--- config.mk ---
export PLATFORM = sky130hd
export DESIGN_NAME = div6by3_seq
export DESIGN_NICKNAME = d
export VERILOG_FILES = /design/src/rtl/div6by3_seq.sv
export SDC_FILE = /design/constraint.sdc
export NUM_CORES = 1
export LEC_CHECK = 0
export ABC_AREA = 1
export CAP_MARGIN = 0
export CORE_MARGIN = 2
export CORE_UTILIZATION = 30
export DETAILED_ROUTE_END_ITERATION = 7
export HOLD_SLACK_MARGIN = 0.03
export PLACE_DENSITY = 0.57
export SLEW_MARGIN = 20
export SYNTH_ARGS = -nofsm -noshare
export SYNTH_HDL_FRONTEND = slang
export SYNTH_SLANG_ARGS = --single-unit
--- constraint.sdc ---
create_clock -name clk -period 2 [get_ports clk]
set_clock_uncertainty 0.2 [all_clocks]
set_input_delay 0.4 -clock clk [delete_from_list [all_inputs] [get_ports clk]]
set_output_delay 0.4 -clock clk [all_outputs]
set_load 0.02 [all_outputs]
--- src/rtl/div6by3_seq.sv ---
// ---------------------------------------------------------------------------
// div6by3_seq -- sequential 6-bit by 3-bit unsigned restoring divider
//
// Divides a 6-bit dividend N by a 3-bit divisor D, producing one quotient bit
// per clock, MSB first, from a 4-bit partial remainder. An operation is
// requested with start in IDLE. It runs for six RUN cycles, then spends one
// cycle in DONE, where done pulses and the results become valid.
//
// Optional feature macro: DIV_ZERO_FLAG_EN
//   When defined, a start with D=0 goes straight from IDLE to DONE. The
//   div_zero port is then present and pulses together with done.
//   When undefined, D=0 runs the normal six iterations and returns Q=63, R=0.
//
// Ports
//   clk        in   1  rising-edge clock for all state
//   rst        in   1  synchronous active-high reset
//   start      in   1  division request, sampled only in IDLE
//   dividend   in   6  unsigned dividend N
//   divisor    in   3  unsigned divisor D
//   quotient   out  6  Q = N / D, held until the next completed operation
//   remainder  out  3  R = N mod D, held until the next completed operation
//   busy       out  1  high in RUN and DONE
//   done       out  1  one-cycle pulse in DONE, results valid
//   div_zero   out  1  divide-by-zero pulse (only with DIV_ZERO_FLAG_EN)
//
// State  | meaning
// -------+--------------------------------------------------------------
// IDLE   | waiting for start; operands are latched on the leaving edge
// RUN    | one shift/subtract iteration per edge, six edges in total
// DONE   | done pulses for one cycle; always returns to IDLE
// ---------------------------------------------------------------------------
module div6by3_seq (
  input  logic       clk,
  input  logic       rst,
  input  logic       start,
  input  logic [5:0] dividend,
  input  logic [2:0] divisor,
  output logic [5:0] quotient,
  output logic [2:0] remainder,
  output logic       busy,
  output logic       done
`ifdef DIV_ZERO_FLAG_EN
  ,
  output logic       div_zero
`endif
);

  typedef enum logic [1:0] {
    S_IDLE = 2'd0,
    S_RUN  = 2'd1,
    S_DONE = 2'd2
  } state_t;

  localparam logic [2:0] LAST_ITER = 3'd5;

  state_t     state_q, state_d;
  logic [2:0] cnt_q, cnt_d;
  logic [5:0] n_q, n_d;           // dividend, shifted left one bit per iteration
  logic [2:0] d_q, d_d;           // latched divisor
  logic [3:0] rem_q, rem_d;       // partial remainder
  logic [4:0] qacc_q, qacc_d;     // quotient bits collected so far
  logic [5:0] quotient_q, quotient_d;
  logic [2:0] remainder_q, remainder_d;

`ifdef DIV_ZERO_FLAG_EN
  logic       dz_q, dz_d;
`endif

  logic [3:0] trial;
  logic       trial_ge;
  logic [3:0] rem_step;
  logic       q_bit;

  // One restoring step: shift the next dividend bit into the partial
  // remainder and subtract D when it fits. rem_q[3] can only be set when D=0
  // (otherwise the remainder stays below D <= 7), and then the shifted value
  // is at least 16, so treating it as "fits" keeps the step consistent.
  always_comb begin
    trial    = {rem_q[2:0], n_q[5]};
    trial_ge = rem_q[3] | (trial >= {1'b0, d_q});
    rem_step = trial_ge ? (trial - {1'b0, d_q}) : trial;
    q_bit    = trial_ge;
  end

  always_comb begin
    state_d     = state_q;
    cnt_d       = cnt_q;
    n_d         = n_q;
    d_d         = d_q;
    rem_d       = rem_q;
    qacc_d      = qacc_q;
    quotient_d  = quotient_q;
    remainder_d = remainder_q;
`ifdef DIV_ZERO_FLAG_EN
    dz_d        = dz_q;
`endif

    unique case (state_q)
      S_IDLE: begin
        if (start) begin
          n_d     = dividend;
          d_d     = divisor;
          cnt_d   = 3'd0;
          rem_d   = 4'd0;
          qacc_d  = 5'd0;
          state_d = S_RUN;
`ifdef DIV_ZERO_FLAG_EN
          dz_d    = 1'b0;
          if (divisor == 3'd0) begin
            // Early exit: the result is fixed, so skip the iterations.
            state_d     = S_DONE;
            quotient_d  = 6'h3f;
            remainder_d = 3'd0;
            dz_d        = 1'b1;
          end
`endif
        end
      end

      S_RUN: begin
        n_d    = {n_q[4:0], 1'b0};
        rem_d  = rem_step;
        qacc_d = {qacc_q[3:0], q_bit};
        cnt_d  = cnt_q + 3'd1;
        if (cnt_q == LAST_ITER) begin
          state_d    = S_DONE;
          quotient_d = {qacc_q, q_bit};
          // D=0 naturally yields all-ones quotient bits; the remainder is
          // forced to 0 because the partial remainder has overflowed.
          remainder_d = (d_q == 3'd0) ? 3'd0 : rem_step[2:0];
        end
      end

      S_DONE: begin
        state_d = S_IDLE;
      end

      default: begin
        state_d = S_IDLE;
      end
    endcase
  end

  always_ff @(posedge clk) begin
    if (rst) begin
      state_q     <= S_IDLE;
      cnt_q       <= 3'd0;
      n_q         <= 6'd0;
      d_q         <= 3'd0;
      rem_q       <= 4'd0;
      qacc_q      <= 5'd0;
      quotient_q  <= 6'd0;
      remainder_q <= 3'd0;
`ifdef DIV_ZERO_FLAG_EN
      dz_q        <= 1'b0;
`endif
    end else begin
      state_q     <= state_d;
      cnt_q       <= cnt_d;
      n_q         <= n_d;
      d_q         <= d_d;
      rem_q       <= rem_d;
      qacc_q      <= qacc_d;
      quotient_q  <= quotient_d;
      remainder_q <= remainder_d;
`ifdef DIV_ZERO_FLAG_EN
      dz_q        <= dz_d;
`endif
    end
  end

  assign quotient  = quotient_q;
  assign remainder = remainder_q;
  assign busy      = (state_q != S_IDLE);
  assign done      = (state_q == S_DONE);
`ifdef DIV_ZERO_FLAG_EN
  // dz_q stays set after the pulse; gating with DONE keeps it a pulse.
  assign div_zero  = dz_q & (state_q == S_DONE);
`endif

endmodule

==> results.tsv <==
metric	value	unit
CP top delay family	buffers and inverters	
chip width	74.6	um
Final Setup Violations	0	
Switching Fraction	28.5	%
Critical Path Stages	1	
hpwl dp	2100	um
internal cell power	1.06	mW
P&R area growth vs syn	24.0	%
CP Capture Type	output port	
vias in the first global route	1142	
R2R Setup Slk	0.20	ns
Worst Hold Class	flop to flop	
Layout Nets	234	
cell count after synthesis	192	
Setup WS pre-CTS	0.00913	ns
CP arrival	1.22	ns
largest fanout on the critical path	2	
GP Congestion	0.749	
Least-Margin Pin Slew	0.492	ns
Worst Path Required	1.40	ns
Non-Filler Instances	284	
CP peak stage delay	0.61	ns
CORE AREA	0.00475	mm^2
DRC violations left	0	
CP endpoint	quotient[0]	
Seq pwr share	46.6	%
CP max-delay cell	clkdlybuf4s50_1	
DRT Pass-1 Iters	4	
# H-tree levels	2	
Ports	23	
reg2reg start	n_q[5]$_SDFFE_PP0P_	
Overflow after GRT	0	
Distinct cells, synth	26	
Vias per Instance	4.33	
CP Launch Type	flop	
RSZ-0062 raised after global routing	no	
DRT Wirelength	2970	um
cell count of the worst hold path	2	
FILL cells	537	
Longest Clk Path Bufs	2	
DRT iter0 DRCs	62	
Fmax	549	MHz
Post-synth EDFFs	0	
global-route wire length before repair	5090	um
placed insts	276	
share of cells above drive strength 1	12.4	%
root cell of the clock tree	clkbuf_8	
Worst-Skew Late Latency	0.28	ns
TritonCTS clock tree	built	
status	completed	
Ys Warns	0	
synthesized area per cell	7.79	um^2
critical hold path startpoint	quotient[5]$_SDFFE_PP0P_	
Tmin final	1.82	ns
Pwr Density	798	mW/mm^2
Post-synth ARST share	0	%
Final Worst Setup Slack	0.177	ns
pin count of the biggest net entering global routing	24	
total die area	0.00556	mm^2
Pleak	0.747	nW
Port Buffers	22	
Slew Limit Fails	0	
DR vias	1229	
WL/cell	10.5	um
top cells by area, synth	dfxtp_1 (43%), nand2_1 (13%), a21oi_1 (8.0%), nand3_1 (4.4%), ha_1 (4.2%)	
Hold Buf Count CTS	0	
critical-path cell list	clkdlybuf4s50_1	
Setup Crit Path Kind	flop to output port	
crit path from	quotient[0]$_SDFFE_PP0P_	
Gate power share	18.8	%
All-Layer GR Usage	12.3	%
Syn Nets	210	
#FFs+latches synth	32	
post-synth top area share	42.8	%
Clk network pwr share	34.6	%
footprint of the multi-input gates	724	um^2
number of core rows	25	
number of diodes	0	
Initial Util	31.4	%
Hold Fails Final Rpt	0	
Slew HR	67.2	%
postcts setup bufs	0	
Clock Sinks	32	
sw power	0.422	mW
CP Buf/Inv Count	1	
initial antenna violation count	0	
Final ANT Viol Nets	0	
FF/Latch Area	642	um^2
synthesized cell area	0.00150	mm^2
VDD IR max	0.292	mV
most used flip-flop cell after synthesis	dfxtp_1	
Reg2Reg Depth	12	
die height	74.6	um
clk slew on worst S/H paths	0.07	ns
Fin Setup TNS	0	ns
CTS buffer count	5	
dominant cell type by area after synthesis	dfxtp_1	
sequential share of the synthesized area	42.8	%
Final Cycle Share	91.1	%
max cap viols	0	
Critical R2R Capture	rem_q[2]$_SDFFE_PP0P_	
Yosys cell counts, types with 4 or more instances:
cell     count
dfxtp_1     32
inv_1       16
a21oi_1     24
buf_6        4
o21ai_1      4
nand2_1     53
nand3_1     13
nor2_1       9
ha_1         5
o21ai_0      9
nor2_4       4
cell type report:
cell class	instances	area share, %
Tap cell	67	4.52
Clock buffer	8	4.86
Inverter	19	3.98
Sequential cell	32	34.6
Multi-Input combinational cell	133	39.1
Timing Repair Buffer	25	13.0
worst min path at each step:
stage	endpoint	slack, ns
after floorplan	n_q[1]$_SDFFE_PP0P_	0.22
after global placement	n_q[4]$_SDFFE_PP0P_	0.24
after detailed placement	n_q[4]$_SDFFE_PP0P_	0.24
after CTS	quotient[5]$_SDFFE_PP0P_	0.26
after global routing	n_q[3]$_SDFFE_PP0P_	0.28
final	quotient[5]$_SDFFE_PP0P_	0.25
stage by stage:
stage / hold WS, ns / cell area [um^2] / util [%] / total power, mW
detailed placement: 0.243 / 1760 / 36.9 / 0.975
global placement: 0.235 / 1760 / 36.9 / 0.975
floorplan: 0.224 / 1500 / - / 0.913
CTS: 0.256 / 1840 / 38.8 / 1.49
finish: 0.248 / 1850 / 39.0 / 1.48
global route: 0.276 / 1850 / 39.0 / 1.57
timing repair:
item,in CTS,in global routing
endpoints found under the hold margin,0,0
endpoints found under the setup margin,2,7
resized for setup,2,5
pin swaps,0,0
cells in the final DEF, fill, tap and decap left out:
cell and count:
inv_1 16, nor3_2 1, nor3_1 1, clkbuf_1 2
o21a_1 1, a21oi_1 24, or2_1 1, dfxtp_2 1
nand3_1 13, xor2_1 1, dlygate4sd2_1 2, ha_1 5
clkbuf_8 6, nand2_2 4, fa_2 1, nor2_1 9
clkdlybuf4s50_1 20, nand2_1 50, o21ai_0 9, nand3b_1 1
buf_4 3, inv_4 1, dfxtp_1 31, inv_2 2
nand3_4 2, o21ai_1 4, nor2_4 4, a21oi_2 2
routing by layer:
layer	vias up	track usage [%]	wire length [um]	part of all wire, %
met5	-	0	0	0
met4	0	5.36	52	1.8
met3	5	4.88	132	4.4
met2	23	19.1	1320	44
met1	537	15.1	1470	49
li1	664	-	-	-
cells by family (layout without fill, tap and decap cells):
| family | after synthesis | in the layout | synth area share [%] |
|---|---|---|---|
| compound gates | 40 | 40 | 14.1 |
| xor+xnor | 1 | 1 | 0.586 |
| fa+ha+maj | 6 | 6 | 5.52 |
| simple gates | 86 | 86 | 27.6 |
| flops | 32 | 32 | 42.8 |
| buf+inv | 27 | 52 | 9.37 |
power by group through the flow:
| stage | Combinational (mW) | Sequential [mW] | Clock, mW |
|---|---|---|---|
| finish | 0.279 | 0.690 | 0.512 |
| global placement | 0.271 | 0.704 | 0 |
| CTS | 0.272 | 0.689 | 0.527 |
| floorplan | 0.214 | 0.699 | 0 |
| global route | 0.322 | 0.694 | 0.552 |
| detailed placement | 0.271 | 0.704 | 0 |
flip-flops by register name (all words and copies together), names as in the netlist:
signal,count
n_q,6
quotient,6
qacc_q,5
rem_q,4
cnt_q,3
d_q,3
remainder,3
state_q,2
Note: power is estimated with default switching activity, not from simulation.
==> patch 1 (config.mk and constraints unchanged) <==
Make the reset (`rst`) asynchronous in one clocked block. Comments in the files are not updated.
--- a/src/rtl/div6by3_seq.sv
+++ b/src/rtl/div6by3_seq.sv
@@ -143,3 +143,3 @@
 
-  always_ff @(posedge clk) begin
+  always_ff @(posedge clk or posedge rst) begin
     if (rst) begin
Formal check against the unedited RTL: differs if rst is asserted again (counterexample within 4 cycles, from zero or initial values and one cycle with rst high); with rst held inactive, the same outputs for 10 cycles.
==> patch 1 against the unedited design <==
  * Via count down 6.3%
  * Non-clock buffer count unchanged
  * Design area up 5.0%
  * Sequential cell count unchanged
  * Wire length down 6.1%
  * Setup slack worse by 34 ps
  * Area after synthesis up 5.3%
Power is not compared: it rests on default switching activity, and its combinational part moved more than twofold at a synthesized area within 25%.
==> patch 1: results (changes against the unedited design) <==
| Metric | Value |
|---|---|
| Library cells used by synthesis | 25 (-3.8%) |
| Synth area leaders | dfrtp_1 51%, nand2_1 11%, inv_1 6.2% |
| Fillers | 545 (+1.5%) |
| Crit path DAT | 1260 ps (+40 ps) |
| Ys async rst share | 1.00 (+1.00) |
| Synth Area in Compound Gates | 0.123 (-0.0174) |
| Diode count | 0 (unchanged) |
| Max FO, Critical Path | 3 (+1) |
| Pin count of the biggest net entering global routing | 33 (+38%) |
| DPL Wire Length | 2010 um (-4.3%) |
| First-pass GRT wire length | 5130 um (+0.81%) |
| Reg2reg start | n_q[5] |
| Number of DRC markers in iteration 0 | 66 (+6.5%) |
| Post-synthesis mux area share | 0.00715 (+0.00715) |
| Syn Nets | 188 (-10%) |
| Slowest stage delay, CP | 430 ps (-180 ps) |
| Xor-xnor portion of the synthesized cell area | 0.00556 (-0.000293) |
| Dpl cells | 262 (-5.1%) |
| Nets | 217 (-7.3%) |
| Post-synthesis adder-cell area fraction | 0.0525 (-0.00277) |
| Non-Filler Instances | 269 (-5.3%) |
| Startpoint of the worst hold path | cnt_q[2] |
| Slew margin rel. | 0.717 (+0.0456) |
| Detail-routed net length per standard cell | 10.4 um (-0.82%) |
| Outcome | finished, final reports clean |
| CP Launch Point | state_q[0] |
| Seq/Total Area, Yosys | 0.509 (+0.0803) |
| Mean post-synth cell area | 9.26 um^2 (+19%) |
| Vias | 1151 (-6.3%) |
| GPL Wtd Cong | 0.895 (+20%) |
==> patch 1: cell types whose count changed after synthesis, moves of 4 or more <==
cell,delta
dfxtp_1,-32
dfrtp_1,+32
a21oi_1,-20
o22ai_1,+5
inv_1,+10
nand2_1,-7
nand3_1,-4
o21ai_2,+9
nor2_1,-4
==> patch 1: where the power goes <==
part | switching (mW) | internal, mW | total [mW]
clock | 0.228 | 0.236 | 0.465
combinational | 1.10 | 0.717 | 1.82
sequential | 0.162 | 0.955 | 1.12
total | 1.49 | 1.91 | 3.40
==> patch 1: routing by layer <==
metal  vias up  share of wire  track usage
li1        599              -            -
met1       527           0.48        0.142
met2        20           0.46        0.173
met3         5          0.046       0.0391
met4         0          0.012       0.0327
met5         -              0            0
==> patch 1: worst max-delay path, delay by kind of cell (launching register included) <==
family | cells | cell delay [ps]
buf+inv | 2 | 370
flops | 1 | 430
simple gates | 1 | 180
==> patch 1: worst paths after layout <==
path | cells past startpoint | slack (ps) | end
worst max register to register | 12 | 150 | remainder[2]
max in group asynchronous | 3 | 990 | d_q[1]
worst min register to register | 1 | 270 | cnt_q[2]
min in group asynchronous | 3 | 310 | qacc_q[4]
worst min-delay path | 1 | 270 | cnt_q[2]
worst max-delay path | 3 | 140 | busy
==> patch 1: per-stage QoR <==
step	total power, mW	cell area, um^2	setup slack (ps)
floorplan	2.50	1570	171
global placement	2.96	1870	137
detailed placement	2.96	1870	90.6
CTS	3.42	1940	83.9
global route	3.76	1950	-5.22
finish	3.40	1950	143
==> patch 1: area by class of cell <==
class	count	area [um^2]	area share
well taps	70	87.6	0.0450
repair buffers	25	240	0.123
clock buffers	6	72.6	0.0373
inverters	27	106	0.0546
multi-input cells	108	634	0.326
clock inverters	1	5.00	0.00257
flip-flops and latches	32	801	0.411
==> patch 2 (config.mk and constraints unchanged) <==
Made on the original files. Build with the macro `DIV_ZERO_FLAG_EN` defined.
--- a/src/rtl/div6by3_seq.sv
+++ b/src/rtl/div6by3_seq.sv
@@ -31,2 +31,4 @@
 // ---------------------------------------------------------------------------
+`define DIV_ZERO_FLAG_EN
+
 module div6by3_seq (
Behaviour (old outputs only; new: div_zero): not the same (Yosys sat finds a counterexample within 4 cycles, from zero or initial values and one cycle with rst high).
==> patch 2 against the unedited design <==
  * Area after synthesis up 7.2%
  * Register-to-register slack worse by 180 ps
  * Count of clock-buffer cells in the layout down 1
  * Sequential cell count up 1
  * Synthesized cell count up 6.3%
  * Design area up 11%
  * Wire length up 14%
  * Maximum frequency down 8.1%
  * Setup slack worse by 160 ps
  * Critical path depth up 9
  * Die area up 6.8%
Power is not compared: it rests on default switching activity, and its combinational part moved more than twofold at a synthesized area within 25%.
==> patch 2: results (changes against the unedited design) <==
| Metric | Value |
|---|---|
| Slowest stage delay, CP | 400 ps (-210 ps) |
| Post-DP Area | 1910 um^2 (+9.1%) |
| Pin count of the biggest net entering global routing | 20 (-17%) |
| Synth area leaders | dfxtp_1 41%, nand2_1 7.3%, a21oi_1 6.2% |
| Ratio of final minimum period to clock period | 0.991 (+0.0799) |
| Area of the die | 5940 um^2 (+6.8%) |
| Max clock buf depth | 2 (unchanged) |
| Fillers | 585 (+8.9%) |
| Crit path DAT | 1970 ps (+750 ps) |
| Critical Path Sink Type | register |
| Clock-cell share of area | 0.0420 (-0.00656) |
| Signal buffers | 34 (+36%) |
| Port Buffers | 23 (+4.5%) |
| Vias | 1365 (+11%) |
| Nets | 255 (+9.0%) |
| Max FO, Critical Path | 6 (+4) |
| Fraction of area in non-clock buffers | 0.150 (+0.0209) |
| Dpl cells | 296 (+7.2%) |
| Top cells by count, synth | 33 x dfxtp_1, 31 x nand2_1, 20 x a21oi_1, 20 x inv_1, 17 x o21ai_0 |
| Pre-CTS WS | -5.61 ps (-14.7 ps) |
| Register-to-Register Setup Slack | 20 ps (-180 ps) |
| GPL Wtd Cong | 0.824 (+10%) |
| First-pass GRT wire length | 5730 um (+13%) |
| DPL Wire Length | 2420 um (+15%) |
| Synth Instances | 204 (+6.3%) |
| Worst path top cell family by delay | simple AND/OR/NAND/NOR gates |
| Post-route cell area | 2050 um^2 (+11%) |
| Final WL | 3400 um (+14%) |
| Gr usage total | 0.122 (-0.00101) |
| Layout cells sized above 1 | 0.219 (+0.0950) |
| Multi-input combinational area share | 0.397 (+0.00639) |
| Library cells used by synthesis | 29 (+12%) |
| Vias/cell | 4.45 (+2.7%) |
| Slew margin rel. | 0.759 (+0.0870) |
| Number of clock buffers in the layout | 7 (-1) |
| Slowest CP cell | fa_2 |
| Startpoint of the worst hold path | n_q[2] |
| Worst Hold Path Cells | 2 (unchanged) |
| WHS Endpoint | n_q[2] |
| Hold_ws | 249 ps (+0.755 ps) |
| CP Launch Point | n_q[5] |
| Inverters | 24 (+5) |
| Number of DRC markers in iteration 0 | 77 (+24%) |
| Outcome | finished, final reports clean |
| CP endpoint | rem_q[2] |
==> patch 2: cell count changes in the layout (fill, tap and decap cells not counted), sizes merged, moves of 2 or more <==
cell and delta:
nor3 +3, o21ai +4, nor2 +2, nand4 +3, a21oi +2, nand2 -13
or2 +5, inv +5, buf +8
==> patch 2: repair_timing <==
item	CTS	global route
setup buffers	0	4
setup endpoints to repair	4	8
resized for setup	3	11
pin swaps	1	7
cloned	0	0
==> patch 2: per-layer routing <==
metal	global-route usage	vias up	part of all wire
li1	-	728	-
met1	0.152	611	0.48
met2	0.195	21	0.46
met3	0.0424	5	0.043
met4	0.0429	0	0.015
met5	0	-	0
==> patch 2: cells by family (layout without fill, tap and decap cells) <==
logic type	count (synthesis)	count (layout)	synth area share
xor+xnor	1	1	0.00547
simple gates	85	85	0.269
flops	33	33	0.412
buf+inv	32	65	0.0945
fa+ha+maj	6	6	0.0515
compound gates	47	47	0.168
